$ cat src/rtl/decodeur_iq.sv
// Half-sine O-QPSK/MSK I/Q demodulator: integrates the active channel over each chip
// window, slices the sum to a sign and undoes the coder's differential sign rule.
module decodeur_iq #(
    parameter int unsigned SAMPLES_PER_CHIP = 25,
    parameter int unsigned DATA_W           = 4,
    parameter int unsigned ACC_W            = 10
) (
    input  logic                     clk,
    input  logic                     resetn,
    input  logic                     start,
    input  logic                     s_valid,
    input  logic signed [DATA_W-1:0] IBB,
    input  logic signed [DATA_W-1:0] QBB,
    output logic                     b_out,
    output logic                     b_valid,
    output logic                     ready
);

    localparam int unsigned CNT_W = (SAMPLES_PER_CHIP > 1) ? $clog2(SAMPLES_PER_CHIP) : 1;
    localparam logic [CNT_W-1:0] LAST_SMP = CNT_W'(SAMPLES_PER_CHIP - 1);

    typedef enum logic [1:0] {IDLE, FIRST, RUN} state_t;

    state_t                   state_q;
    logic [CNT_W-1:0]         cnt_q;
    logic signed [ACC_W-1:0]  acc_q;
    logic                     sI_q, sQ_q, prev_q, k_odd_q;
    logic                     b_out_q, b_valid_q, ready_q;

    logic signed [ACC_W-1:0]  i_ext, q_ext, smp_d, acc_d;
    logic                     new_s_d, s_act, bit_d, last_d;

    always_comb begin
        i_ext   = {{(ACC_W-DATA_W){IBB[DATA_W-1]}}, IBB};
        q_ext   = {{(ACC_W-DATA_W){QBB[DATA_W-1]}}, QBB};
        // Window 0 and odd windows integrate I, even windows (k >= 2) integrate Q.
        smp_d   = (state_q == RUN && !k_odd_q) ? q_ext : i_ext;
        acc_d   = acc_q + smp_d;
        new_s_d = ~acc_d[ACC_W-1];
        s_act   = k_odd_q ? sI_q : sQ_q;
        bit_d   = prev_q ^ (new_s_d == s_act);
        last_d  = (cnt_q == LAST_SMP);
    end

    always_ff @(posedge clk) begin
        if (!resetn) begin
            state_q   <= IDLE;
            cnt_q     <= '0;
            acc_q     <= '0;
            sI_q      <= 1'b0;
            sQ_q      <= 1'b0;
            prev_q    <= 1'b0;
            k_odd_q   <= 1'b0;
            b_out_q   <= 1'b0;
            b_valid_q <= 1'b0;
            ready_q   <= 1'b1;
        end else begin
            b_valid_q <= 1'b0;
            if (start) begin
                // Start always wins, even over the last sample of a window.
                state_q <= FIRST;
                ready_q <= 1'b0;
                k_odd_q <= 1'b0;
                if (s_valid) begin
                    acc_q <= i_ext;
                    cnt_q <= CNT_W'(1);
                end else begin
                    acc_q <= '0;
                    cnt_q <= '0;
                end
            end else if (state_q != IDLE && s_valid) begin
                if (last_d) begin
                    cnt_q     <= '0;
                    acc_q     <= '0;
                    b_valid_q <= 1'b1;
                    k_odd_q   <= ~k_odd_q;
                    if (state_q == FIRST) begin
                        sI_q    <= new_s_d;
                        sQ_q    <= 1'b1;
                        b_out_q <= new_s_d;
                        prev_q  <= new_s_d;
                        state_q <= RUN;
                    end else begin
                        if (k_odd_q) sI_q <= new_s_d;
                        else         sQ_q <= new_s_d;
                        b_out_q <= bit_d;
                        prev_q  <= bit_d;
                    end
                end else begin
                    cnt_q <= cnt_q + 1'b1;
                    acc_q <= acc_d;
                end
            end
        end
    end

    assign b_out   = b_out_q;
    assign b_valid = b_valid_q;
    assign ready   = ready_q;

endmodule

$ cat config.mk
export PLATFORM = sky130hd
export DESIGN_NAME = decodeur_iq
export DESIGN_NICKNAME = d
export VERILOG_FILES = /design/src/rtl/decodeur_iq.sv
export SDC_FILE = /design/constraint.sdc
export NUM_CORES = 1
export LEC_CHECK = 0
export ABC_AREA = 1
export CORE_ASPECT_RATIO = 0.9
export CORE_MARGIN = 2
export CORE_UTILIZATION = 66
export DETAILED_ROUTE_END_ITERATION = 10
export DONT_BUFFER_PORTS = 1
export PLACE_DENSITY = 0.83
export SLEW_MARGIN = 5
export SYNTH_ARGS = -nofsm -noshare
export SYNTH_HDL_FRONTEND = slang
export SYNTH_SLANG_ARGS = --single-unit
$ cat constraint.sdc
create_clock -name clk -period 5.3 [get_ports clk]
set_input_delay 0.53 -clock clk [delete_from_list [all_inputs] [get_ports clk]]
set_output_delay 0.53 -clock clk [all_outputs]
set_load 0.05 [all_outputs]
==> flow_summary_export.csv <==
group,metric,value,unit
synth,ys.flop_type,"dfxtp_1",
clock_tree,post_cts_resized,0,
global_routing,grt_pass1_vias,1461,
timing,hold_viol,0,
global_routing,gr-total-overflow,0,
setup_path,worstPathArrival,2.75,ns
clock_tree,cts_sinks,23,
placed_design,place.gp.congestion,0.900,
placed_design,preCtsSetupSlack,2.78,ns
run,maxCapViolations,0,
clock_tree,clk-insertion-delay-late,0.32,ns
synth,syn_inst,228,
setup_path,worst-path-max-fanout,6,
placed_design,dp_hpwl,2750,µm
detailed_routing,drc,0,
synth,yosysTopAreaCellShare,29.3,%
clock_tree,cts_tree,"built",
global_routing,grt_pass1_wl,6300,µm
placed_design,io_buffer_count,0,
setup_path,crit_type,"reg2reg",
synth,synth_nets,252,
layout,synthToLayoutAreaGrowth,2.87,%
synth,synth_edf_count,0,
floorplanning,dieArea,2790,µm²
synth,seq_area_frac_synth,29.3,%
floorplanning,die_x,55.4,µm
timing,fin_ws,2.75,ns
clock_tree,cts_root_buf,"clkbuf_4",
setup_path,crit_required,5.50,ns
timing,drv_slew,0,
placed_design,dpl_cell_area,1590,µm²
setup_path,end_kind,"flop",
timing,fin_crit,2.55,ns
detailed_routing,finalWirelength,3620,µm
global_routing,grt_max_degree,14,
clock_tree,cts-htree-levels,1,
floorplanning,num_rows,16,
synth,yosysWarnings,0,
detailed_routing,wl_per_cell,14.1,µm
timing,setup_viol,0,
floorplanning,initial_core_util,70.7,%
detailed_routing,vias,1520,
floorplanning,coreArea,2220,µm²
global_routing,antenna_found_initial,0,
detailed_routing,final_antenna_net_count,0,
synth,synth.area.top_cells,"dfxtp_1 29%, nand2_1 11%, ha_1 8.8%",
floorplanning,dieHeight,50.3,µm
detailed_routing,drtIter0Drc,69,
clock_tree,cts_buffers,3,
power_and_ir_drop,p_leak,0.775,nW
timing,maxSlewHeadroom,56.5,%
synth,syn_area_per_cell,6.89,µm²
timing,setup_tns,0,ns
synth,synth-seq-cells,23,
clock_tree,cts.hold.buffers_added,0,
timing,finalCritPeriodShare,48.1,%
global_routing,grt.total_usage,28.1,%
timing,rsz0062_at_grt,"no",
layout,num-fill-cells,193,
layout,nets,255,
clock_tree,clk_pin_slew,0.14,ns
power_and_ir_drop,p_per_area,230,nW/µm²
status,status,"completed",
detailed_routing,drt_pass1_iterations,4,
synth,yosys.area.top_type,"dfxtp_1",
layout,n_antenna_cell,0,
power_and_ir_drop,ir_worst_vdd,0.000210,V
floorplanning,ios,15,
clock_tree,cts_buffer_depth,2,
layout,fin_area,1620,µm²
clock_tree,cts_setup_buffers,0,
synth,synth_area,1570,µm²
layout,drive_gt1_share,10.9,%
timing,max_freq,0.392,GHz
synth,ys_types,35,
setup_path,start_kind,"flop",
synth,async_flop_share,0,%
timing,skew,0.00352,ns
detailed_routing,via_per_inst,5.91,
timing,worstMarginPinSlew,0.652,ns
hold_path,worstHoldPathType,"in2reg",
report_power, final:
group          internal [mW]  total, mW  switching (mW)  leakage, nW
combinational         0.0350     0.0941          0.0591        0.569
clock                 0.0283     0.0861          0.0578       0.0177
sequential             0.182      0.191         0.00891        0.189
total                  0.245      0.371           0.126        0.775
synth_stat cells (2+ instances only):
cell type   n
a21oi_1    27
dfxtp_1    23
ha_1       11
inv_1      32
inv_2       3
mux2_2      2
nand2_1    46
nand2_2     5
nand3_1    22
nand4_1     2
nor2_1     13
nor2_2      2
nor3_1      3
o21ai_0     7
o21ai_1     9
xor2_1      2
worst paths after layout:
kind                                         startpoint               endpoint  slack [ns]  depth (start not counted)
worst max-delay path            state_q[0]$_SDFFE_PN0P_  acc_q[6]$_SDFFE_PN0P_        2.75                         12
worst min-delay path                             resetn     ready$_SDFFE_PN1P_        0.28                          1
worst max register to register  state_q[0]$_SDFFE_PN0P_  acc_q[6]$_SDFFE_PN0P_        2.75                         12
worst min register to register    cnt_q[0]$_SDFFE_PN0P_  cnt_q[0]$_SDFFE_PN0P_        0.53                          2
layout by cell type, fill, tap and decap left out, drive strengths merged, types with 3 or more instances in the layout:
master,n
ha,11
nand3,23
nor2,16
nand2,51
clkbuf,3
inv,35
nor3,4
dfxtp,23
o21ai,18
a21oi,29
sequential cells by signal (all words and copies together) (netlist names):
register / count
acc_q: 10
cnt_q: 5
state_q: 2
b_out: 1
b_valid: 1
k_odd_q: 1
ready: 1
sI_q: 1
sQ_q: 1
worst max-delay path, stage by stage, from the launching register on:
cell and delay (ns):
dfxtp_1 0.46, nor2_2 0.08, nand2_2 0.15, mux2_2 0.35
ha_1 0.23, fa_1 0.42, nand3_1 0.10, nand2_1 0.09
nand2_1 0.07, nand2_1 0.08, or2_2 0.28, nand3_1 0.07
a21oi_1 0.06
logic make-up (layout without fill, tap and decap cells):
family / count (synthesis) / count (layout) / synth area share, %
buf+inv: 37 / 39 / 9.39
fa+ha+maj: 12 / 12 / 10.0
mux: 2 / 2 / 1.43
compound gates: 53 / 53 / 19.8
xor+xnor: 2 / 2 / 1.11
flops: 23 / 23 / 29.3
simple gates: 99 / 99 / 28.9
area by class of cell:
cell class | instances | area, µm² | share of cell area [%]
sequential | 23 | 460 | 28.5
clock buffer | 3 | 22.5 | 1.39
tap | 27 | 33.8 | 2.09
inverter | 35 | 131 | 8.13
multi-input combinational | 168 | 963 | 59.6
clock inverter | 1 | 5.00 | 0.310
through the flow:
stage / hold slack, ns / cells / utilization [%] / power, mW
after floorplan: 0.464 / 228 / - / 0.271
after global placement: 0.493 / 253 / 71.5 / 0.283
after detailed placement: 0.491 / 253 / 71.5 / 0.286
after CTS: 0.265 / 257 / 72.7 / 0.370
after global routing: 0.262 / 257 / 72.7 / 0.390
final: 0.275 / 257 / 72.7 / 0.371
per-layer routing:
metal	wire length, µm	up-vias	GRT usage, %
met3	253	2	5.93
met5	0	-	0
li1	-	767	-
met4	8	0	4.88
met2	1790	51	49.4
met1	1570	700	36.1
Note: power is estimated with default switching activity, not from simulation.
